`src/rtl/dmem_access_ctrl_if.sv`:
```
// Data-memory req/ack bus between the MEM-stage access controller and dmem.
// The master side issues requests; the slave side returns data and ack.
interface dmem_access_ctrl_if;
  logic        bus_req;
  logic        bus_we;
  logic [31:0] bus_addr;
  logic [3:0]  bus_be;
  logic [31:0] bus_wdata;
  logic [31:0] bus_rdata;
  logic        bus_ack;

  modport master (
    output bus_req, bus_we, bus_addr, bus_be, bus_wdata,
    input  bus_rdata, bus_ack
  );

  modport slave (
    input  bus_req, bus_we, bus_addr, bus_be, bus_wdata,
    output bus_rdata, bus_ack
  );
endinterface

```
`src/rtl/dmem_access_ctrl.sv`:
```
// MEM-stage data-memory sequencer: one req/ack transaction per load/store,
// lane steering, load extension, misalign and timeout faults.
module dmem_access_ctrl #(
  parameter int TIMEOUT = 16,
  parameter int CNT_W   = 5
) (
  input  logic                  clk,
  input  logic                  rst,
  input  logic                  memRead_M,
  input  logic                  memWrite_M,
  input  logic [31:0]           alu_rsl_M,
  input  logic [31:0]           write_Data_M,
  input  logic [2:0]            mode_M,
  dmem_access_ctrl_if.master    bus,
  output logic                  stall_M,
  output logic [31:0]           load_data_M,
  output logic                  load_valid,
  output logic                  misalign_fault,
  output logic                  access_fault
);

  typedef enum logic [1:0] {IDLE, WAIT, DONE, ERR} state_t;

  state_t      state, state_nx;
  logic        acc, bad, issue, tmo;
  logic [1:0]  off;
  logic [3:0]  be_nx;
  logic [31:0] wd_nx;
  logic        req_q, we_q;
  logic [31:0] addr_q, wdata_q, ld_q, ld_ext, sh;
  logic [3:0]  be_q;
  logic [2:0]  mode_q;
  logic [1:0]  off_q;
  logic [15:0] half;
  logic [7:0]  byt;
  logic [CNT_W-1:0] cnt;

  assign acc = memRead_M | memWrite_M;
  assign off = alu_rsl_M[1:0];
  assign tmo = (cnt == CNT_W'(TIMEOUT - 1));

  always_comb begin
    bad   = 1'b0;
    be_nx = 4'b0000;
    wd_nx = write_Data_M;
    unique case (mode_M)
      3'b000, 3'b100: begin
        be_nx = 4'b0001 << off;
        wd_nx = {4{write_Data_M[7:0]}};
      end
      3'b001, 3'b101: begin
        bad   = off[0];
        be_nx = off[1] ? 4'b1100 : 4'b0011;
        wd_nx = {2{write_Data_M[15:0]}};
      end
      3'b010: begin
        bad   = |off;
        be_nx = 4'b1111;
      end
      default: bad = 1'b1;
    endcase
  end

  always_comb begin
    sh   = bus.bus_rdata >> {off_q, 3'b000};
    byt  = sh[7:0];
    half = off_q[1] ? bus.bus_rdata[31:16] : bus.bus_rdata[15:0];
    unique case (mode_q)
      3'b000:  ld_ext = {{24{byt[7]}}, byt};
      3'b100:  ld_ext = {24'd0, byt};
      3'b001:  ld_ext = {{16{half[15]}}, half};
      3'b101:  ld_ext = {16'd0, half};
      default: ld_ext = bus.bus_rdata;
    endcase
  end

  always_ff @(posedge clk or posedge rst) begin
    if (rst) state <= IDLE;
    else     state <= state_nx;
  end

  always_comb begin
    state_nx       = state;
    stall_M        = 1'b0;
    load_valid     = 1'b0;
    misalign_fault = 1'b0;
    access_fault   = 1'b0;
    issue          = 1'b0;
    unique case (state)
      IDLE: begin
        if (acc && bad) begin
          misalign_fault = 1'b1;
        end else if (acc) begin
          stall_M  = 1'b1;
          issue    = 1'b1;
          state_nx = WAIT;
        end
      end
      WAIT: begin
        stall_M = 1'b1;
        if (bus.bus_ack) state_nx = DONE;
        else if (tmo)    state_nx = ERR;
      end
      DONE: begin
        load_valid = ~we_q;
        state_nx   = IDLE;
      end
      ERR: begin
        access_fault = 1'b1;
        state_nx     = IDLE;
      end
      default: state_nx = IDLE;
    endcase
    // held-in-reset pipeline must not see a stall or fault from live inputs
    if (rst) begin
      stall_M        = 1'b0;
      misalign_fault = 1'b0;
      issue          = 1'b0;
    end
  end

  always_ff @(posedge clk or posedge rst) begin
    if (rst) begin
      req_q   <= 1'b0;
      we_q    <= 1'b0;
      addr_q  <= '0;
      be_q    <= '0;
      wdata_q <= '0;
      mode_q  <= '0;
      off_q   <= '0;
      cnt     <= '0;
      ld_q    <= '0;
    end else if (issue) begin
      req_q   <= 1'b1;
      we_q    <= memWrite_M;
      addr_q  <= {alu_rsl_M[31:2], 2'b00};
      be_q    <= be_nx;
      wdata_q <= wd_nx;
      mode_q  <= mode_M;
      off_q   <= off;
      cnt     <= '0;
    end else if (state == WAIT) begin
      if (bus.bus_ack) begin
        req_q <= 1'b0;
        if (!we_q) ld_q <= ld_ext;
      end else if (tmo) begin
        req_q <= 1'b0;
        ld_q  <= '0;
      end else begin
        cnt <= cnt + CNT_W'(1);
      end
    end
  end

  assign bus.bus_req   = req_q;
  assign bus.bus_we    = we_q;
  assign bus.bus_addr  = addr_q;
  assign bus.bus_be    = be_q;
  assign bus.bus_wdata = wdata_q;
  assign load_data_M   = ld_q;

endmodule

```
`src/flat_wrapper.sv`:
```
// flat-port wrapper written by rule: the top's interface ports become plain ports
module dmem_access_ctrl_flat 
#(
  parameter int TIMEOUT = 16,
  parameter int CNT_W   = 5
)
  (clk, rst, memRead_M, memWrite_M, alu_rsl_M, write_Data_M, mode_M, stall_M, load_data_M, load_valid, misalign_fault, access_fault, bus_bus_req, bus_bus_we, bus_bus_addr, bus_bus_be, bus_bus_wdata, bus_bus_rdata, bus_bus_ack);
  dmem_access_ctrl_if bus_i ();
  input  logic clk;
  input  logic rst;
  input  logic memRead_M;
  input  logic memWrite_M;
  input  logic [31:0] alu_rsl_M;
  input  logic [31:0] write_Data_M;
  input  logic [2:0] mode_M;
  output logic stall_M;
  output logic [31:0] load_data_M;
  output logic load_valid;
  output logic misalign_fault;
  output logic access_fault;
  output wire logic [$bits(bus_i.bus_req)-1:0] bus_bus_req;
  output wire logic [$bits(bus_i.bus_we)-1:0] bus_bus_we;
  output wire logic [$bits(bus_i.bus_addr)-1:0] bus_bus_addr;
  output wire logic [$bits(bus_i.bus_be)-1:0] bus_bus_be;
  output wire logic [$bits(bus_i.bus_wdata)-1:0] bus_bus_wdata;
  input wire logic [$bits(bus_i.bus_rdata)-1:0] bus_bus_rdata;
  input wire logic [$bits(bus_i.bus_ack)-1:0] bus_bus_ack;
  assign bus_bus_req = bus_i.bus_req;
  assign bus_bus_we = bus_i.bus_we;
  assign bus_bus_addr = bus_i.bus_addr;
  assign bus_bus_be = bus_i.bus_be;
  assign bus_bus_wdata = bus_i.bus_wdata;
  assign bus_i.bus_rdata = bus_bus_rdata;
  assign bus_i.bus_ack = bus_bus_ack;
  dmem_access_ctrl #(.TIMEOUT(TIMEOUT), .CNT_W(CNT_W)) u_core (.clk(clk), .rst(rst), .memRead_M(memRead_M), .memWrite_M(memWrite_M), .alu_rsl_M(alu_rsl_M), .write_Data_M(write_Data_M), .mode_M(mode_M), .bus(bus_i), .stall_M(stall_M), .load_data_M(load_data_M), .load_valid(load_valid), .misalign_fault(misalign_fault), .access_fault(access_fault));
endmodule
```
`config.mk`:
```
export PLATFORM = sky130hd
export DESIGN_NAME = dmem_access_ctrl_flat
export DESIGN_NICKNAME = d
export VERILOG_FILES = /design/src/rtl/dmem_access_ctrl_if.sv /design/src/rtl/dmem_access_ctrl.sv /design/src/flat_wrapper.sv
export SDC_FILE = /design/constraint.sdc
export NUM_CORES = 1
export LEC_CHECK = 0
export CORE_MARGIN = 4
export CORE_UTILIZATION = 55
export CTS_BUF_LIST = sky130_fd_sc_hd__clkbuf_4 sky130_fd_sc_hd__clkbuf_8
export CTS_CLUSTER_SIZE = 14
export DETAILED_ROUTE_END_ITERATION = 7
export DONT_BUFFER_PORTS = 1
export GPL_ROUTABILITY_DRIVEN = 1
export PLACE_DENSITY = 0.7
export SYNTH_ARGS = -nofsm -noshare
export SYNTH_HDL_FRONTEND = slang
export SYNTH_SLANG_ARGS = --single-unit
export TNS_END_PERCENT = 20
```
`constraint.sdc`:
```
create_clock -name clk -period 4.6 [get_ports clk]
set_input_delay 0.46 -clock clk [delete_from_list [all_inputs] [get_ports clk]]
set_output_delay 0.46 -clock clk [all_outputs]
set_load 0.03 [all_outputs]
```
==> impl_metrics.csv, run 1 <==
group,metric,value,unit
final_layout,instances_no_fill,546,
clock_network,ctsResizeCount,0,
pwr,ir_worst_vdd,343,µV
final_layout,fillers,739,
floorplan,io_pins,210,
yosys,yosysWarnings,0,
detailed_routing,via_per_inst,6.25,
detailed_routing,via_count,3410,
yosys,synth_top_cell_by_area,"dfrtp_1",
pwr,p_total,3830,µW
detailed_routing,routed_wl,11900,µm
yosys,syn_inst,444,
yosys,synthTopCellsByCount,"112 x dfrtp_1, 47 x mux2_2, 45 x o21ai_0, 38 x nand2_1, 29 x mux2i_1",
worst_setup_path,worstPathMaxFanout,22,
clock_network,cts_tree,"built",
clock_network,post_cts_buffers,0,
floorplan,fp.dieH,105,µm
clock_network,cts.sinks,112,
pwr,power_density,706,nW/µm²
detailed_routing,drt-initial-drc-count,143,
clock_network,cts-root-buf,"clkbuf_8",
place,dpl_cell_area,5190,µm²
yosys,ys_seq_elements,112,
detailed_routing,drtPass1Iterations,4,
worst_setup_path,r2r_start,"u_core.mode_q[1]",
sta,skew,0.0125,ns
final_layout,num_antenna_cells,0,
global_routing,grt_antenna_before_repair,0,
worst_setup_path,cp-end-kind,"flip-flop",
sta,clock.fmax,0.402,GHz
worst_setup_path,path_class,"reg2reg",
yosys,avgSynthCellArea,11.6,µm²
outcome,outcome,"completed",
worst_setup_path,critPathLaunch,"u_core.mode_q[1]",
run,drv_cap,0,
sta,hold_viol,0,
sta,period_share,54.1,%
yosys,synth-edff-count,0,
worst_setup_path,r2r_setup_slack,2.11,ns
detailed_routing,post-route-drc-count,0,
sta,setup_tns,0,ns
place,dp_hpwl,8850,µm
yosys,ys_async_sr_fraction,100,%
worst_setup_path,cp-start-kind,"flip-flop",
final_layout,layout-drive-gt1-share,21.1,%
floorplan,die_w,105,µm
place,gp_congestion,0.924,
worst_setup_path,required,4.90,ns
global_routing,track_usage,21.4,%
sta,setup_viol,0,
yosys,ys_dominant_reg_cell,"dfrtp_1",
sta,relSlewSlack,27.5,%
clock_network,htree_num_levels,3,
pwr,leakagePower,0.00237,µW
detailed_routing,wl_per_cell,21.7,µm
worst_setup_path,worstRegToRegCells,4,
floorplan,initial_core_util,56.1,%
clock_network,postCtsHoldBufs,0,
floorplan,fp.coreArea,9200,µm²
yosys,synthDistinctLibCells,46,
place,post-place-cells,530,
sta,holdWs,0.0945,ns
clock_network,worst_skew_pair.late_latency,0.37,ns
final_layout,synthToLayoutAreaGrowth,5.31,%
global_routing,grt_overflow_total,0,
clock_network,path_clk_slew,0.11,ns
global_routing,grt_pass1_wl,19000,µm
sta,post-route-min-period,2.49,ns
worst_setup_path,critPathArrivalTime,2.79,ns
floorplan,die_area,11000,µm²
floorplan,rows,35,
detailed_routing,antenna_left,0,
sta,slew_violations,0,
clock_network,cts_buffers,9,
yosys,synth.top_cell.area_share,54.4,%
worst_setup_path,r2r-end,"u_core.load_data_M[28]",
hold_path,hp-class,"in2async",
clock_network,cts_buffer_depth,2,
yosys,synth.area.top_cells,"dfrtp_1 54%, mux2_2 10%, mux2i_1 5.6%",
sta,worst_pin_slew,1.09,ns
worst_setup_path,setup.worst_path.end,"u_core.load_data_M[28]",
yosys,synth_area,5160,µm²
global_routing,grt_max_degree,70,
global_routing,grt_pass1_vias,3619,
yosys,ys_seq_area_share,54.4,%
final_layout,fin_nets,536,
final_layout,final_design_area_no_fill,5430,µm²
yosys,yosysMostFrequentCell,"dfrtp_1",
sta,rsz0062_at_grt,"false",
place,io_buffer_count,0,
## critical path, cell delays in order (launching register included)
cell and delay (ns):
dfrtp_1 0.64, or3_1 0.47, or2_4 0.25, a2111oi_4 0.84, a221o_1 0.22
## placed cells by master, fill, tap and decap left out, drive strengths merged, types with 3 or more instances in the layout
cell       n
or2        3
nand2b    11
o221ai     6
nor3       4
buf        4
a21oi     18
o21ai     45
inv        9
a221o     16
nand2     38
clkinv     3
mux2i     29
nor2      24
nor3b      5
mux2      47
clkbuf     9
a211oi     3
a32o       8
dfrtp    112
o2bb2ai    8
or3        4
## sequential cells by signal, indices dropped and copies added (netlist names)
signal,flops
u_core.bus.bus_req,1
u_core.load_data_M,32
u_core.bus.bus_be,4
u_core.bus.bus_we,1
u_core.bus.bus_wdata,32
u_core.state,2
u_core.cnt,5
u_core.bus.bus_addr,30
u_core.off_q,2
u_core.mode_q,3
## per-stage QoR
stage               setup WS, ns  util (%)
floorplan                   1.18         -
global placement            2.23      56.5
detailed placement          2.16      56.5
CTS                         2.14      59.0
global route                1.96      59.0
finish                      2.11      59.0
## worst min-delay path by stage
stage	start	endpoint	slack, ns
global route	rst	u_core.bus.bus_we	0.16
global placement	u_core.off_q[0]	u_core.off_q[0]	0.53
detailed placement	rst	u_core.bus.bus_we	0.54
finish	rst	u_core.bus.bus_we	0.09
floorplan	u_core.off_q[0]	u_core.off_q[0]	0.49
CTS	rst	u_core.bus.bus_we	0.12
## layout make-up
class,count,area [µm²],area share [%]
sequential,112,2800,51.6
multi-input combinational,296,2190,40.4
tap,111,139,2.56
clock buffer,9,124,2.28
clock inverter,7,114,2.10
timing repair buffer,4,30.0,0.553
inverter,7,28.8,0.530
## cell families after synthesis
family,share of synthesized area [%]
AOI/OAI and AO/OA,15.8
DFF,54.4
and+or+nand+nor,9.66
muxes,15.9
buffers and inverters,3.20
xor gates and xnor gates,0.510
adders and majority gates,0.485
other,0.0727
## power by group
group          switching (µW)  internal [µW]
Sequential               1090           1370
Clock                     351            319
Combinational             317            387
## metal layers
layer / track usage (%) / part of all wire (%)
met1: 25.0 / 38
met2: 35.1 / 48
met3: 9.51 / 11
met4: 7.22 / 2.6
met5: 0 / 0
(Power assumes the default switching activity.)
==> run 2: changes to the inputs <==
--- a/config.mk
+++ b/config.mk
@@ -5,6 +5,7 @@
 export SDC_FILE = /design/constraint.sdc
 export NUM_CORES = 1
 export LEC_CHECK = 0
+export ABC_AREA = 1
 export CORE_MARGIN = 4
 export CORE_UTILIZATION = 55
 export CTS_BUF_LIST = sky130_fd_sc_hd__clkbuf_4 sky130_fd_sc_hd__clkbuf_8
==> constraint.sdc (replaced) <==
create_clock -name clk -period 2.35 [get_ports clk]
set_input_delay 0.235 -clock clk [delete_from_list [all_inputs] [get_ports clk]]
set_output_delay 0.235 -clock clk [all_outputs]
set_load 0.03 [all_outputs]
==> run 2 against run 1 <==
Net effect:
- register-to-register slack worse by 1.7 ns
- largest power group unchanged
- sequential share of layout area down 8.7 points
- synthesized cell count up 77%
- critical path type is now reg2out
==> impl_metrics.csv, run 2 <==
group,metric,value,unit
worst_setup_path,r2r-end,"u_core.load_data_M[3]",
detailed_routing,drtPass1Iterations,5,
floorplan,rows,37,
clock_network,cts_tree,"built",
yosys,synth.area.top_cells,"dfrtp_1 48%, nand2_1 20%, nand4_1 7.8%",
detailed_routing,post-route-drc-count,0,
place,dpl_cell_area,5930,µm²
pwr,ir_worst_vdd,553,µV
run,drv_cap,0,
clock_network,htree_num_levels,3,
final_layout,layout_common_cells,"305 x nand2_1, 112 x dfrtp_1, 73 x nand4_1",
hold_path,whs_path_depth,2,
global_routing,grt_pass1_wl,27800,µm
yosys,ys_async_sr_fraction,100,%
yosys,synth_top_cell_by_area,"dfrtp_1",
sta,slew_violations,0,
detailed_routing,antenna_left,0,
worst_setup_path,cp-start-kind,"flip-flop",
yosys,ys_seq_area_share,47.6,%
final_layout,num_antenna_cells,0,
final_layout,final_common_cell,"nand2_1",
hold_path,min_from,"write_Data_M[3]",
sta,clock.fmax,0.494,GHz
yosys,ys_seq_elements,112,
yosys,avgSynthCellArea,7.48,µm²
hold_path,min_to,"u_core.bus.bus_wdata[3]",
yosys,synth.top_cell.area_share,47.6,%
global_routing,track_usage,27.3,%
yosys,yosysMostFrequentCell,"nand2_1",
pwr,power_density,1170,nW/µm²
worst_setup_path,worstRegToRegCells,10,
worst_setup_path,cp-end-kind,"output pin",
detailed_routing,drt-initial-drc-count,437,
sta,skew,0.0108,ns
yosys,yosysWarnings,0,
clock_network,cts.sinks,112,
sta,relSlewSlack,53.3,%
yosys,synthTopCellsByCount,"306 x nand2_1, 112 x dfrtp_1, 73 x nand4_1, 60 x nor2_1, 57 x nand3_1",
worst_setup_path,required,2.12,ns
place,gp_congestion,0.889,
worst_setup_path,r2r_start,"u_core.cnt[0]",
sta,rsz0062_at_grt,"false",
sta,setup_viol,0,
yosys,synth_area,5890,µm²
detailed_routing,via_count,5459,
clock_network,cts_buffers,9,
detailed_routing,wl_per_cell,17.9,µm
worst_setup_path,path_class,"reg2out",
pwr,leakagePower,0.00346,µW
yosys,synth-edff-count,0,
final_layout,synthToLayoutAreaGrowth,11.0,%
sta,setup_tns,0,ns
global_routing,grt_pass1_vias,5383,
worst_setup_path,critPathArrivalTime,1.79,ns
floorplan,initial_core_util,56.8,%
outcome,outcome,"completed",
floorplan,io_pins,210,
floorplan,fp.coreArea,10400,µm²
global_routing,grt_max_degree,52,
floorplan,die_w,111,µm
final_layout,layout-drive-gt1-share,6.81,%
yosys,syn_inst,787,
yosys,synthDistinctLibCells,29,
sta,hold_viol,0,
sta,post-route-min-period,2.03,ns
sta,worst_pin_slew,0.698,ns
clock_network,ctsResizeCount,0,
worst_setup_path,r2r_setup_slack,0.45,ns
global_routing,grt_overflow_total,0,
floorplan,fp.dieH,111,µm
clock_network,path_clk_slew,0.12,ns
yosys,ys_dominant_reg_cell,"dfrtp_1",
worst_setup_path,critPathLaunch,"u_core.state[0]",
place,io_buffer_count,0,
hold_path,hp-class,"in2reg",
clock_network,cts-root-buf,"clkbuf_8",
floorplan,die_area,12400,µm²
global_routing,grt_antenna_before_repair,0,
clock_network,post_cts_buffers,0,
sta,period_share,86.2,%
final_layout,fin_nets,909,
clock_network,worst_skew_pair.late_latency,0.38,ns
clock_network,cts_buffer_depth,2,
worst_setup_path,worstPathMaxFanout,10,
detailed_routing,via_per_inst,5.78,
place,dp_hpwl,11600,µm
detailed_routing,routed_wl,16900,µm
final_layout,final_design_area_no_fill,6540,µm²
[run 2: cell types whose count changed after synthesis, sizes merged, moves of 18 or more]
cell,before,now
nand2,38,307
nand4,1,73
nand3,2,60
mux2,47,0
nor2,24,62
inv,7,41
mux2i,29,0
buf,15,33
[run 2: timing repair]
item,in CTS,in global routing
hold buffers,40,0
setup endpoints to repair,0,0
endpoints found under the hold margin,60,0
[run 2: final cells by class]
class                      count  area (µm²)
clock inverter                 7        83.8
multi-input combinational    576        2620
timing repair buffer          61         571
clock buffer                   9         124
inverter                      43         165
fill                         967        3830
tap                          136         170
sequential                   112        2800
[run 2: worst max-delay path by stage]
stage	endpoint	slack [ns]	depth (start not counted)
floorplan	u_core.load_data_M[16]	0.72	11
global placement	u_core.load_data_M[2]	0.54	10
detailed placement	u_core.load_data_M[11]	0.46	10
CTS	misalign_fault	0.31	4
global route	u_core.load_data_M[10]	0.16	10
finish	misalign_fault	0.32	4
[run 2: kinds of logic (layout without fill, tap and decap cells)]
group	count (synthesis)	count (layout)	share of synthesized area (%)
AO/OA/AOI/OAI	59	59	5.46
XOR/XNOR	2	2	0.298
adder cells (fa/ha/maj)	2	2	0.425
buffers and inverters	100	120	8.23
flip-flops	112	112	47.6
other	1	2	0.0637
AND/OR/NAND/NOR	511	511	37.9
[run 2: per-layer routing]
metal,track usage (%),vias up,share of wire [%]
met3,9.02,37,9.9
li1,-,2592,-
met5,0,-,0
met1,33.3,2575,38
met2,45.6,255,49
met4,9.16,0,2.5
[run 2: metrics by stage]
stage,power [µW],cells,util (%),setup slack [ns],hold slack (ns)
floorplan,5890,788,-,0.716,0.388
global placement,6310,888,57.2,0.545,0.183
detailed placement,6380,888,57.2,0.459,0.191
CTS,7660,944,63.0,0.310,0.00302
global route,8110,944,63.0,0.161,0.000336
finish,7640,944,63.0,0.324,0.0171
[run 2: power breakdown]
part | leakage [µW] | internal, µW | switching (µW) | total, µW
Clock | 0.000108 | 519 | 717 | 1240
Sequential | 0.00143 | 2630 | 1970 | 4600
Combinational | 0.00192 | 648 | 1160 | 1810
Total | 0.00346 | 3790 | 3850 | 7640
[run 2: critical path, cell delays in order, from the launching register on]
cell     delay, ns
dfrtp_1       0.43
or2_1         0.29
nor3_4        0.37
nand2_1       0.10
inv_1         0.22
==> run 3: changes to the inputs <==
--- a/config.mk
+++ b/config.mk
@@ -14,6 +14,7 @@
 export DONT_BUFFER_PORTS = 1
 export GPL_ROUTABILITY_DRIVEN = 1
 export PLACE_DENSITY = 0.7
+export REMOVE_ABC_BUFFERS = 1
 export SYNTH_ARGS = -nofsm -noshare
 export SYNTH_HDL_FRONTEND = slang
 export SYNTH_SLANG_ARGS = --single-unit
==> run 3 against run 2 <==
Net effect:
- critical path depth is 1 higher
- cell area decreased by 0.54%
- register-to-register slack got worse by 0.06 ns
- clock skew rose by 0.0023 ns
- sequential share of layout area up 0.23 points
- die area did not move
- final cell count is 1.1% lower
- routed wire length decreased by 2.5%
- non-clock buffer count down 10
- fmax down 4.4%
- core utilization fell by 0.34 points
==> impl_metrics.csv, run 3 (synthesis gave the netlist of run 2 again) <==
group,metric,value,unit
pwr,p_comb_share,23.4,%
sta,period_share,90.1,%
place,io_buffer_count,0,
floorplan,die_w,111,µm
place,pre_cts_ws,0.433,ns
detailed_routing,antenna_left,0,
pwr,leakagePower,0.00344,µW
sta,rsz0062_at_grt,"false",
clock_network,path_clk_slew,0.10,ns
clock_network,cts_buffers,9,
final_layout,synthToLayoutAreaGrowth,10.4,%
hold_path,min_from,"mode_M[2]",
floorplan,initial_core_util,56.8,%
outcome,outcome,"completed",
detailed_routing,drt-initial-drc-count,588,
worst_setup_path,r2r_setup_slack,0.39,ns
final_layout,final_common_cell,"nand2_1",
clock_network,htree_num_levels,3,
worst_setup_path,crit_family,"simple AND/OR/NAND/NOR gates",
floorplan,io_pins,210,
global_routing,met1_usage,34.5,%
hold_path,whs_path_depth,2,
floorplan,rows,37,
floorplan,fp.coreArea,10400,µm²
global_routing,grt_overflow_total,0,
detailed_routing,drtPass1Iterations,5,
clock_network,worst_skew_pair.late_latency,0.37,ns
detailed_routing,via_per_inst,5.75,
global_routing,grt_antenna_before_repair,0,
worst_setup_path,worstPathMaxFanout,52,
final_layout,layout-drive-gt1-share,6.52,%
detailed_routing,wl_per_cell,17.6,µm
global_routing,busiest_layer,"met2",
clock_network,cts_tree,"built",
worst_setup_path,critPathLaunch,"u_core.state[0]",
pwr,power_density,1190,nW/µm²
hold_path,hp-class,"in2reg",
worst_setup_path,path_cells,"or2_1, nor3_4, buf_12, nand2_1, inv_1",
sta,setup_viol,0,
sta,slew_violations,0,
pwr,clkPwrFrac,16.9,%
global_routing,grt_pass1_wl,27200,µm
worst_setup_path,r2r-end,"u_core.load_data_M[2]",
place,gp_congestion,0.894,
floorplan,die_area,12400,µm²
hold_path,min_to,"u_core.mode_q[2]",
worst_setup_path,path_class,"reg2out",
sta,holdWs,0.0184,ns
worst_setup_path,critPathArrivalTime,1.88,ns
worst_setup_path,cp-start-kind,"flip-flop",
place,dpl_cell_area,5940,µm²
pwr,intPower,3930,µW
pwr,pwr-share-seq,59.7,%
sta,post-route-min-period,2.12,ns
pwr,ir_worst_vdd,602,µV
sta,clock.fmax,0.472,GHz
pwr,swShare,49.2,%
final_layout,fin_nets,899,
global_routing,track_usage,26.6,%
place,dp_hpwl,11200,µm
global_routing,grtUsageMet3,8.97,%
floorplan,fp.dieH,111,µm
clock_network,ctsResizeCount,0,
detailed_routing,via_count,5373,
worst_setup_path,cp-end-kind,"output pin",
detailed_routing,routed_wl,16500,µm
global_routing,grt_pass1_vias,5201,
final_layout,layout_common_cells,"305 x nand2_1, 112 x dfrtp_1, 73 x nand4_1",
worst_setup_path,worstRegToRegCells,10,
global_routing,met2_usage,42.3,%
worst_setup_path,cp_slowest_cell,"dfrtp_1",
sta,hold_viol,0,
sta,worst_pin_slew,0.892,ns
clock_network,cts-root-buf,"clkbuf_8",
final_layout,final_design_area_no_fill,6500,µm²
detailed_routing,post-route-drc-count,0,
sta,fin_ws,0.232,ns
worst_setup_path,cpPeakStageDelay,0.43,ns
worst_setup_path,r2r_start,"u_core.cnt[0]",
pwr,p_switching,3810,µW
final_layout,fin_util,62.7,%
worst_setup_path,required,2.12,ns
sta,skew,0.0132,ns
worst_setup_path,critPathBufInv,2,
clock_network,post_cts_buffers,0,
clock_network,cts_buffer_depth,2,
clock_network,cts.sinks,112,
global_routing,grt_max_degree,54,
pwr,p_total,7740,µW
sta,relSlewSlack,40.3,%
run,drv_cap,0,
final_layout,num_antenna_cells,0,
==> run 3: changes by cell type in the layout (fill, tap and decap cells not counted), sizes merged <==
| cell | previous run | this run |
|---|---|---|
| clkinv | 3 | 2 |
| buf | 21 | 18 |
| bufinv | 1 | 2 |
| inv | 45 | 42 |
| clkbuf | 9 | 12 |
| dlygate4sd3 | 40 | 33 |
==> run 3: what timing repair did <==
item	in CTS	in global routing
hold buffers	33	0
endpoints found under the hold margin	68	0
setup endpoints to repair	0	0
==> run 3: cell type report <==
cell class	instances	area (µm²)
Inverter	43	164
Clock inverter	4	76.3
Tap cell	136	170
Clock buffer	12	153
Multi-Input combinational cell	576	2620
Sequential cell	112	2800
Timing Repair Buffer	51	515
Fill cell	897	3870
==> run 3: per-stage QoR <==
stage	instances	setup TNS [ns]
6_report	934	0
5_1_grt	934	0
4_1_cts	934	0
2_1_floorplan	731	-282.23
3_5_place_dp	885	0
3_3_place_gp	885	0
==> run 3: power by group through the flow <==
| stage | Sequential [µW] | Combinational, µW | Clock (µW) |
|---|---|---|---|
| floorplan | 4450 | 1300 | 0 |
| global placement | 4650 | 1670 | 0 |
| detailed placement | 4650 | 1760 | 0 |
| CTS | 4630 | 1800 | 1340 |
| global route | 4710 | 2100 | 1420 |
| finish | 4620 | 1810 | 1310 |
==> run 3: routing by layer <==
layer | share of wire [%] | vias up
met1 | 38 | 2525
met3 | 11 | 27
met5 | 0 | -
met4 | 1.8 | 0
met2 | 49 | 253
li1 | - | 2568
==> run 3: worst max-delay path by stage <==
stage / endpoint / slack [ns] / depth (start not counted)
final: misalign_fault / 0.23 / 5
after global routing: misalign_fault / 0.13 / 5
after CTS: misalign_fault / 0.22 / 5
after detailed placement: u_core.load_data_M[2] / 0.43 / 10
after global placement: u_core.load_data_M[2] / 0.56 / 10
after floorplan: u_core.cnt[2] / -2.41 / 5
==> run 3: worst register-to-register path, stage by stage, from the launching register on <==
cell	delay, ns
dfrtp_1	0.39
ha_1	0.17
inv_1	0.06
nor3_1	0.15
ha_1	0.17
nor2_1	0.06
nor2_1	0.13
nand2_1	0.09
inv_2	0.41
nand4_1	0.18
nand2_1	0.09
